[config.mk]
export PLATFORM = sky130hd
export DESIGN_NAME = mag_avg_detect
export DESIGN_NICKNAME = d
export VERILOG_FILES = /design/src/rtl/mag_avg_detect.sv
export SDC_FILE = /design/constraint.sdc
export NUM_CORES = 1
export LEC_CHECK = 0
export BUFFER_PORTS_ARGS = -buffer_cell sky130_fd_sc_hd__buf_4
export CAP_MARGIN = 20
export CORE_MARGIN = 1
export CORE_UTILIZATION = 59
export DETAILED_ROUTE_END_ITERATION = 10
export HOLD_SLACK_MARGIN = 0.05
export PLACE_DENSITY = 0.84
export SYNTH_ARGS = -nofsm -noshare
export SYNTH_HDL_FRONTEND = slang
export SYNTH_SLANG_ARGS = --single-unit
[constraint.sdc]
create_clock -name clk -period 5.9 [get_ports clk]
set_clock_uncertainty 0.15 [all_clocks]
set_input_delay 0.885 -clock clk [delete_from_list [all_inputs] [get_ports clk]]
set_output_delay 0.885 -clock clk [all_outputs]
set_load 0.005 [all_outputs]
[src/rtl/mag_avg_detect.sv]
// Windowed moving average of magnitude samples, with a hysteretic threshold alarm and a peak hold.
// Result is registered one cycle after the accepting edge; a result held by the consumer blocks new samples.
module mag_avg_detect #(
  parameter int LOG2_DEPTH = 2
) (
  input  logic       clk,
  input  logic       rst,
  input  logic [7:0] mag_in,
  input  logic       mag_valid,
  output logic       mag_ready,
  output logic [7:0] avg_out,
  output logic       avg_valid,
  input  logic       avg_ready,
  input  logic [7:0] thr_hi,
  input  logic [7:0] thr_lo,
  output logic       alarm,
  output logic [7:0] peak_out,
  input  logic       peak_clr,
  input  logic       restart
);

  localparam int DEPTH = 1 << LOG2_DEPTH;
  localparam int SW    = 8 + LOG2_DEPTH;
  localparam logic [LOG2_DEPTH-1:0] LAST = '1;

  typedef enum logic {FILL, RUN} state_t;

  state_t                state, state_nxt;
  logic [7:0]            win_mem [DEPTH];
  logic [LOG2_DEPTH-1:0] wptr;
  logic [LOG2_DEPTH-1:0] fill_cnt;
  logic [SW-1:0]         sum;
  logic [SW-1:0]         sum_nxt;
  logic [7:0]            avg_nxt;
  logic                  accept;
  logic                  produce;

  assign mag_ready = !restart && (!avg_valid || avg_ready);
  assign accept    = mag_valid && mag_ready;

  // The sum never exceeds DEPTH*255, so modular SW-bit arithmetic stays exact.
  assign sum_nxt = sum - SW'(win_mem[wptr]) + SW'(mag_in);
  assign avg_nxt = 8'(sum_nxt >> LOG2_DEPTH);

  always_ff @(posedge clk or posedge rst) begin
    if (rst) state <= FILL;
    else     state <= state_nxt;
  end

  always_comb begin
    state_nxt = state;
    produce   = 1'b0;
    case (state)
      FILL: begin
        if (accept && fill_cnt == LAST) begin
          produce   = 1'b1;
          state_nxt = RUN;
        end
      end
      RUN: begin
        if (accept) produce = 1'b1;
      end
      default: state_nxt = FILL;
    endcase
    if (restart) state_nxt = FILL;
  end

  always_ff @(posedge clk or posedge rst) begin
    if (rst) begin
      for (int i = 0; i < DEPTH; i++) win_mem[i] <= 8'd0;
      sum      <= '0;
      wptr     <= '0;
      fill_cnt <= '0;
    end else if (restart) begin
      for (int i = 0; i < DEPTH; i++) win_mem[i] <= 8'd0;
      sum      <= '0;
      wptr     <= '0;
      fill_cnt <= '0;
    end else if (accept) begin
      win_mem[wptr] <= mag_in;
      sum           <= sum_nxt;
      wptr          <= wptr + 1'b1;
      if (state == FILL) fill_cnt <= fill_cnt + 1'b1;
    end
  end

  always_ff @(posedge clk or posedge rst) begin
    if (rst) begin
      avg_out   <= 8'd0;
      avg_valid <= 1'b0;
      alarm     <= 1'b0;
    end else if (restart) begin
      avg_valid <= 1'b0;
    end else if (produce) begin
      avg_out   <= avg_nxt;
      avg_valid <= 1'b1;
      // Set wins over clear when the thresholds overlap.
      if (avg_nxt >= thr_hi)     alarm <= 1'b1;
      else if (avg_nxt < thr_lo) alarm <= 1'b0;
    end else if (avg_ready) begin
      avg_valid <= 1'b0;
    end
  end

  always_ff @(posedge clk or posedge rst) begin
    if (rst) begin
      peak_out <= 8'd0;
    end else if (peak_clr) begin
      peak_out <= accept ? mag_in : 8'd0;
    end else if (accept && mag_in > peak_out) begin
      peak_out <= mag_in;
    end
  end

endmodule
**Yosys cells after proc, flatten, opt, wreduce, memory -nomap -nowiden**

Cells that the tools add are included.
Widths: inputs -> output; s select.

- Equal/unequal tests: 2
- $add $sub $neg: 4
- Multiplexer cells: 28
- Reductions and logical operators: 15
- Bitwise logic cells: 3
- $lt $le $gt $ge: 5

Operator list:

| kind | number |
|---|---|
| $mux 32 | 2 |
| $mux 8 | 6 |
| $bwmux 32 | 1 |
| $mux 10 | 2 |
| $bmux 8 s2 | 1 |
| $demux 8 s2 | 1 |
| $add 10x8->10 | 1 |
| $mux 2 | 5 |
| $sub 10x8->10 | 1 |
| $mux 1 | 9 |
| $ge 8x8->1 | 1 |
| $gt 8x8->1 | 1 |
| $lt 8x8->1 | 1 |
| $reduce_bool 2->1 | 3 |
| $logic_and 1x1->1 | 5 |
| $add 2x1->2 const B | 2 |
| $reduce_and 2->1 | 2 |
| $ge 3x3->1 const B | 1 |
| $lt 3x1->1 const B | 1 |
| $not 2->3 | 1 |
| $reduce_and 3->1 | 1 |
| $reduce_bool 3->1 | 1 |
| $eq 2x2->1 const B | 1 |
| $logic_not 1->1 | 2 |
| other kinds (4) | 5 |

- Register bits: 65
- Input bits: 30

**Logic depth before layout (Yosys ltp)**

Gate-level depths: netlist (run 1).

- Depth after elaboration: 9
- Gate-level depth with buffers: 18
- Gate-level depth less buffers: 17

**Worst setup path after synthesis (run 1)**

OpenSTA, ideal clock, no wires.

- Kind: register to register
- From: register wptr[0]
- To: register alarm
- Path buffers: 1
- Slack: 1812 ps
- Setup time: 121 ps
- Arrival time: 3817 ps
- Stages on the path, launching flop included: 17
- Path through: dfrtp_1 buf_2 mux4_2 fa_1 inv_1 ha_1 a21o_2 nand4_1 a211oi_2 nor2_1 xnor3_1 inv_1 ha_1 and4_1 a211oi_1 o211ai_1 o2bb2ai_1

- Longest elaborated chain between the ends: 9
- Elaborated cells on any way between the ends: 11

Ends and longest elaborated chain:

| what | RTL line | source |
|---|---|---|
| from (decl) | 30 | `logic [LOG2_DEPTH-1:0] wptr;` |
| from (signal assigned) | 82 | `wptr <= wptr + 1'b1;` |
| $not 2->3 (implied by the code) (*) | 42 | `assign sum_nxt = sum - SW'(win_mem[wptr]) + SW'(mag_in);` |
| $bmux 8 s2 (*) | 42 |  |
| $mux 8 (implied by the code) (*) (2 in series) | 42 |  |
| $sub 10x8->10 (*) | 42 |  |
| $add 10x8->10 (*) | 42 |  |
| via sum_nxt[9] | 33 | `logic [SW-1:0] sum_nxt;` |
| $ge 8x8->1 / $lt 8x8->1 (equally long branches) | 98, 99 |  |
| $reduce_bool 2->1 (no source line) | n/a |  |
| $reduce_and 3->1 (no source line) | n/a |  |
| to (signal assigned) | 91 | `alarm <= 1'b0;` |
| to (signal assigned) | 98 | `if (avg_nxt >= thr_hi) alarm <= 1'b1;` |
| to (signal assigned) | 99 | `else if (avg_nxt < thr_lo) alarm <= 1'b0;` |
| to (decl) | 16 | `output logic alarm,` |

Mark *: on every way through the listed nets, which the timed path passes. The rest lies on a longest branch. The select of a mux whose other input is x is not followed.
A chain may end at the register's enable or synchronous reset.

**Final worst setup path (run 1)**

Same ends and word-level chain as after synthesis.

==> results.cfg, run 1 <==
[critical_path]
rrSetupSlack_ps = 1410
cp.arrival_ps = 4560
critPathCapture = alarm
r2r-end = alarm
end_kind = flop
startpoint = wptr[0]
rr_startpoint = wptr[0]
worstSetupPathType = flop to flop
worstPathMaxFanout = 12
cp-start-kind = flop
r2r_cells = 15
worstPathRequired_ps = 5960

[logic_synthesis]
synth_warnings = 0
yosysTopAreaCell = dfrtp_1
async_reset_ff_share_pct = 100
syn_nets = 522
ys_types = 47
synthFlopType = dfrtp_1
avgSynthCellArea_sq_um = 9.27
ys_top_cells_by_area = dfrtp_1, ha_1, a21oi_1, inv_1, nand2_1
seq_area_frac_synth_pct = 39.3
ys_ff_latch = 65
synth-edff-count = 0
synth_top_area_share_pct = 39.3
synth_cells = 446
netlist_area_sq_mm = 0.00414

[final_layout]
fin_util_pct = 70.7
multi_input_area_sq_mm = 0.00218
diodes = 0
area_growth_pct = 16.2
nets = 563
layout-drive-gt1-share_pct = 17.3
seqCellArea_sq_mm = 0.00163
n_fill_cell = 501

[die]
dieArea_sq_mm = 0.00735
rows = 30
dieHeight_um = 85.7
chipWidth_um = 85.7
start_util_pct = 60.9
fp.coreArea_sq_mm = 0.00679
io_pins = 49

[grt]
grt_max_degree = 66
grt.total_usage_pct = 27.9
antenna_found_initial = 0
grt_pass1_vias = 3430
grt_pass1_wl_um = 15700
overflow = 0

[pwr]
ir_drop_mv = 0.191
p_per_area_mw_per_mm2 = 422
leakage_nw = 2.33

[clock_tree]
numClockSinks = 65
clk_pin_slew_ps = 80
cts_tree = yes
cts_buffer_depth = 2
ctsHoldBuffers = 0
numCtsBuffers = 9
post_cts_buffers = 0
post_cts_resized = 0
htree_levels = 3
ctsRootBufferMaster = clkbuf_8
clock_latency_ps = 350

[timing]
final-max-slew-violation-count = 0
finalSetupViolCount = 0
slew_headroom_pct = 45.0
tightest_slew_ps = 825
rsz0062_at_grt = no
finalSetupTns_ps = 0
fin_crit_sh_pct = 76.2
whs_ps = 339
fmax_ghz = 0.223
min_period_ps = 4490
finalHoldViolCount = 0

[route]
ant_nets = 0
first_pass_iters = 4
vias = 3359
avgViaCountPerCell = 5.71
dr.first_iter.drc_count = 139
drt_wl_total_um = 9300
drcViolationCount = 0
wire_per_inst_um = 15.8

[placed_design]
dp_hpwl_um = 6800
portBuffers = 48
place_congestion = 0.878

[worst_hold_path]
worstHoldPathType = flop to flop

[run_status]
outcome = finished, final reports clean

[job]
maxCapViolations = 0
[state kept, by name, summed over array words and instances (netlist names), 2 cells and up]
| name | cells |
|---|---|
| peak_out | 8 |
| avg_out | 8 |
| sum | 10 |
| wptr | 2 |
| fill_cnt | 2 |
| win_mem | 32 |
[layout by cell type, fill, tap and decap left out, types with 9 or more instances in the layout]
cell type	netlist	layout
clkbuf_8	0	9
dfrtp_1	65	65
a21oi_1	52	52
nand2_1	55	55
nand3_1	36	36
ha_1	38	38
o21ai_1	11	11
nor2_1	16	16
inv_1	62	61
buf_4	2	50
[Yosys cell counts (3+ instances only)]
cell type,count
a211oi_1,5
a21o_1,4
a21oi_1,52
a22o_1,8
buf_2,8
clkbuf_1,8
dfrtp_1,65
fa_1,8
ha_1,38
inv_1,62
mux2_1,4
mux4_2,8
nand2_1,55
nand2b_1,4
nand3_1,36
nor2_1,16
o211ai_1,3
o21ai_0,4
o21ai_1,11
xnor2_1,7
[worst max-delay path, stage by stage (launching register included)]
cell,delay (ps)
dfrtp_1,680
mux4_2,590
fa_1,540
inv_1,60
ha_1,270
a21o_2,120
nand4_1,170
a211oi_2,400
nor2_1,90
xnor3_1,240
inv_1,80
ha_1,280
and4_1,220
a211oi_1,230
o211ai_1,120
o2bb2ai_1,130
[metal layers]
layer	share of wire [%]	GRT usage [%]	vias up
li1	-	-	1606
met1	41	33.9	1656
met2	53	50.2	86
met3	3.8	4.14	11
met4	1.6	11.1	0
met5	0	0	-
[kinds of logic after synthesis]
| logic type | count (synthesis) | synth area share, % |
|---|---|---|
| adder cells (fa/ha/maj) | 46 | 15.4 |
| AO/OA/AOI/OAI | 100 | 15.0 |
| AND/OR/NAND/NOR | 129 | 14.2 |
| buffers and inverters | 83 | 7.96 |
| multiplexers | 13 | 5.72 |
| XOR/XNOR | 10 | 2.45 |
| flip-flops | 65 | 39.3 |
[where the power goes]
group	internal (mW)	switching [mW]
Clock	0.324	0.188
Combinational	0.421	0.546
Sequential	0.504	0.0433
Total	1.25	0.776
[layout make-up]
class,instances,share of cell area (%)
Multi-Input combinational cell,298,45.4
Sequential cell,65,33.9
Timing Repair Buffer,50,7.81
Inverter,63,4.92
Clock inverter,7,2.97
Clock buffer,9,2.58
Tap cell,96,2.50
[through the flow]
step | cells | setup slack (ps) | area, sq um | power (mW)
final | 588 | 1410 | 4800 | 2.03
after global routing | 588 | 1140 | 4800 | 2.17
after CTS | 588 | 1390 | 4800 | 2.03
after detailed placement | 572 | 1420 | 4540 | 1.52
after global placement | 572 | 1580 | 4540 | 1.46
after floorplan | 446 | 1810 | 4140 | 1.25
[worst min path at each step]
stage,from,slack (ps),cells past startpoint,to
detailed placement,avg_out[6],330,2,avg_out[6]
CTS,avg_out[6],340,2,avg_out[6]
floorplan,win_mem[15],320,2,win_mem[15]
global placement,avg_out[6],320,2,avg_out[6]
finish,avg_out[6],340,2,avg_out[6]
global route,avg_out[6],360,2,avg_out[6]
(Power assumes the default switching activity.)
==> inputs of run 2 (changes only) <==
- clock period: 5.9 -> 4.7 ns (I/O delays scaled with it)
==> results.cfg, run 2 (synthesized netlist as in run 1, its figures left out) <==
[run_status]
outcome = finished, final reports clean

[grt]
grt.total_usage_pct = 27.5
grt_max_degree = 66
grt_pass1_wl_um = 15600
antenna_found_initial = 0
overflow = 0
grt_pass1_vias = 3420

[placed_design]
place_congestion = 0.869
portBuffers = 48
place_inst = 575
dp_hpwl_um = 6830

[final_layout]
largest_reg_flops = 32
area_growth_pct = 15.2
layout-drive-gt1-share_pct = 17.8
final_common_cell = dfrtp_1
top_register = win_mem
nets = 566
seqCellArea_sq_mm = 0.00163
mostFrequentLayoutCells = dfrtp_1, inv_1, nand2_1
instances_no_fill = 591
diodes = 0
reg.largest.list = win_mem (32), sum (10)
n_fill_cell = 530
multi_input_area_sq_mm = 0.00218

[clock_tree]
numCtsBuffers = 9
post_cts_resized = 0
post_cts_buffers = 0
ctsHoldBuffers = 0
numClockSinks = 65
clk_pin_slew_ps = 80
htree_levels = 3
cts_buffer_depth = 2
clock_latency_ps = 340
cts_tree = yes
ctsRootBufferMaster = clkbuf_8

[worst_hold_path]
worstHoldPathType = flop to flop
min_to = avg_out[7]
holdPathStages = 2
min-delay-start = avg_out[7]

[critical_path]
worstPathRequired_ps = 4760
worstPathMaxFanout = 12
r2r-end = alarm
rrSetupSlack_ps = 380
worstSetupPathType = flop to flop
cp-start-kind = flop
rr_startpoint = wptr[1]
end_kind = flop
cp.arrival_ps = 4380
r2r_cells = 15

[pwr]
switching_share_pct = 40.4
p_per_area_mw_per_mm2 = 501
seq_power_share_pct = 28.7
p_int_mw = 1.42
p_switching_mw = 0.965
combPwrFrac_pct = 50.7
ir_drop_mv = 0.220
power_frac_clock_pct = 20.6
leakage_nw = 2.31

[route]
drt_wl_total_um = 9390
ant_nets = 0
vias = 3366
avgViaCountPerCell = 5.70
first_pass_iters = 4
drcViolationCount = 0
wire_per_inst_um = 15.9
dr.first_iter.drc_count = 297

[timing]
min_period_ps = 4320
rsz0062_at_grt = no
fmax_ghz = 0.231
finalSetupViolCount = 0
finalHoldViolCount = 0
whs_ps = 351
final-max-slew-violation-count = 0
tightest_slew_ps = 823
slew_headroom_pct = 45.2
fin_crit_sh_pct = 92.0
finalSetupTns_ps = 0

[die]
start_util_pct = 60.9
io_pins = 49
dieArea_sq_mm = 0.00735
rows = 30
dieHeight_um = 85.7
fp.coreArea_sq_mm = 0.00679
chipWidth_um = 85.7

[job]
maxCapViolations = 0
[run 2: worst max path at each step]
stage	startpoint	endpoint	slack (ps)	cells after the start
after floorplan	wptr[0]	alarm	610	16
after global placement	wptr[1]	alarm	540	16
after detailed placement	wptr[0]	alarm	400	18
after CTS	wptr[0]	alarm	370	18
after global routing	wptr[0]	alarm	40	18
final	wptr[1]	alarm	380	15
[run 2: worst max-delay path, cell delays in order (launching register included)]
cell       delay [ps]
dfrtp_1           330
buf_4             210
mux4_2            550
fa_1              500
inv_1              50
ha_1              370
a21oi_1           360
o21ai_1           210
nor2_1            150
xnor3_1           250
inv_1             110
ha_1              240
and4_1            210
a211oi_1          220
o211ai_1          120
o2bb2ai_1         140
[run 2: power by group through the flow]
stage	clock, mW	combinational [mW]	sequential, mW
2_1_floorplan	0	0.883	0.685
3_3_place_gp	0	1.14	0.690
3_5_place_dp	0	1.19	0.693
4_1_cts	0.498	1.20	0.684
5_1_grt	0.521	1.35	0.692
6_report	0.493	1.21	0.684
[run 2: metrics by stage]
step | cell area [sq um] | worst slack (ps) | power (mW) | util [%]
finish | 4770 | 377 | 2.39 | 70.1
global route | 4770 | 44.3 | 2.57 | 70.1
CTS | 4770 | 369 | 2.38 | 70.1
detailed placement | 4560 | 400 | 1.89 | 67.1
global placement | 4560 | 544 | 1.83 | 67.1
floorplan | 4140 | 612 | 1.57 | -
[run 2: per-layer routing]
layer | share of wire, % | GRT usage [%] | vias to the layer above
met2 | 51 | 46.7 | 106
met5 | 0 | 0 | -
met3 | 4.2 | 4.14 | 14
met1 | 43 | 35.2 | 1643
met4 | 1.4 | 12.1 | 0
li1 | - | - | 1603
[run 2: final cells by class]
type,instances,share of cell area [%]
sequential,65,34.1
timing repair buffer,53,8.35
clock inverter,6,1.42
inverter,63,4.96
multi-input combinational,298,45.7
clock buffer,10,2.89
tap,96,2.52
==> inputs of run 3 (changes only) <==
- RECOVER_POWER: default -> 25
- REMOVE_ABC_BUFFERS: default -> 1
- SKIP_CTS_REPAIR_TIMING: default -> 1
==> results.cfg, run 3 (synthesized netlist as in run 1, its figures left out) <==
[final_layout]
nets = 566
area_growth_pct = 14.5
top_register = win_mem
fin_util_pct = 69.7
instances_no_fill = 591
reg.largest.list = win_mem (32), sum (10)
final_common_cell = dfrtp_1
design_area_sq_mm = 0.00473
diodes = 0
largest_reg_flops = 32
layout-drive-gt1-share_pct = 17.4
mostFrequentLayoutCells = dfrtp_1, inv_1, nand2_1

[placed_design]
portBuffers = 48
dp_hpwl_um = 6700
place_area_sq_mm = 0.00456
place_ws_ps = 315
place_congestion = 0.864
place_inst = 575

[critical_path]
rrSetupSlack_ps = 310
crit_family = adder cells
crit_slowest_cell = mux4_2
cp-start-kind = flop
crit_chain = buf_4 -> mux4_2 -> fa_1 -> inv_1 -> ha_1 -> nand4_1 -> a211oi_2 -> nor2_1 -> xnor3_1 -> inv_1 -> ha_1 -> and4_1 -> a211oi_1 -> o211ai_1 -> o2bb2ai_1
cp_num_buf_inv = 3
cp.arrival_ps = 4460
r2r_cells = 15
end_kind = flop
rr_startpoint = wptr[1]
worstSetupPathType = flop to flop
cpPeakStageDelay_ps = 520
r2r-end = alarm
worstPathMaxFanout = 7
worstPathRequired_ps = 4770

[grt]
overflow = 0
grt_pass1_wl_um = 15600
grt.total_usage_pct = 27.6
grt_pass1_vias = 3425
antenna_found_initial = 0
grt_max_degree = 66

[pwr]
ir_drop_mv = 0.231
p_per_area_mw_per_mm2 = 491
leakage_nw = 2.30
total_power_mw = 2.33

[timing]
finalSetupViolCount = 0
finalHoldViolCount = 0
min_period_ps = 4390
rsz0062_at_grt = no
final-max-slew-violation-count = 66
slew_headroom_pct = -129
tightest_slew_ps = 3440
fin_crit_sh_pct = 93.5
whs_ps = 345
fmax_ghz = 0.228
fin_ws_ps = 307
finalSetupTns_ps = 0

[clock_tree]
cts_buffer_depth = 2
clock_latency_ps = 350
numCtsBuffers = 9
clk_pin_slew_ps = 70
numClockSinks = 65
htree_levels = 3
cts_tree = yes
ctsRootBufferMaster = clkbuf_8

[worst_hold_path]
holdPathStages = 1
min-delay-start = avg_out[4]
min_to = avg_out[4]
worstHoldPathType = flop to flop

[run_status]
violations = DRC, capacitance limit, slew limit
outcome = complete, but fails checks

[route]
dr.first_iter.drc_count = 161
wire_per_inst_um = 15.3
first_pass_iters = 7
drt_wl_total_um = 9060
avgViaCountPerCell = 5.64
ant_nets = 0
vias = 3334
drcViolationCount = 1

[die]
chipWidth_um = 85.7
rows = 30
fp.coreArea_sq_mm = 0.00679
dieArea_sq_mm = 0.00735
dieHeight_um = 85.7
io_pins = 49
start_util_pct = 60.9

[job]
maxCapViolations = 1
run 3: power by group:
part,switching (mW),internal (mW),total [mW]
Sequential,0.0520,0.634,0.686
Clock,0.220,0.204,0.423
Combinational,0.687,0.529,1.22
run 3: worst max-delay path by stage:
stage,start,to,slack [ps],depth (start not counted)
global placement,wptr[1],alarm,490,16
global route,wptr[1],alarm,40,15
finish,wptr[1],alarm,310,15
detailed placement,wptr[1],alarm,320,15
CTS,wptr[1],alarm,300,15
floorplan,wptr[0],alarm,560,15
run 3: final cells by class:
| cell class | count | area [sq um] |
|---|---|---|
| Clock buffer | 11 | 141 |
| Clock inverter | 5 | 31.3 |
| Fill cell | 539 | 2060 |
| Inverter | 63 | 236 |
| Multi-Input combinational cell | 298 | 2180 |
| Sequential cell | 65 | 1630 |
| Tap cell | 96 | 120 |
| Timing Repair Buffer | 53 | 394 |
run 3: routing by layer:
layer | share of wire [%] | wire [um] | global-route usage, %
met1 | 43 | 3900 | 33.2
met5 | 0 | 0 | 0
met3 | 4.4 | 401 | 5.20
met4 | 1.6 | 146 | 11.2
met2 | 51 | 4610 | 48.9
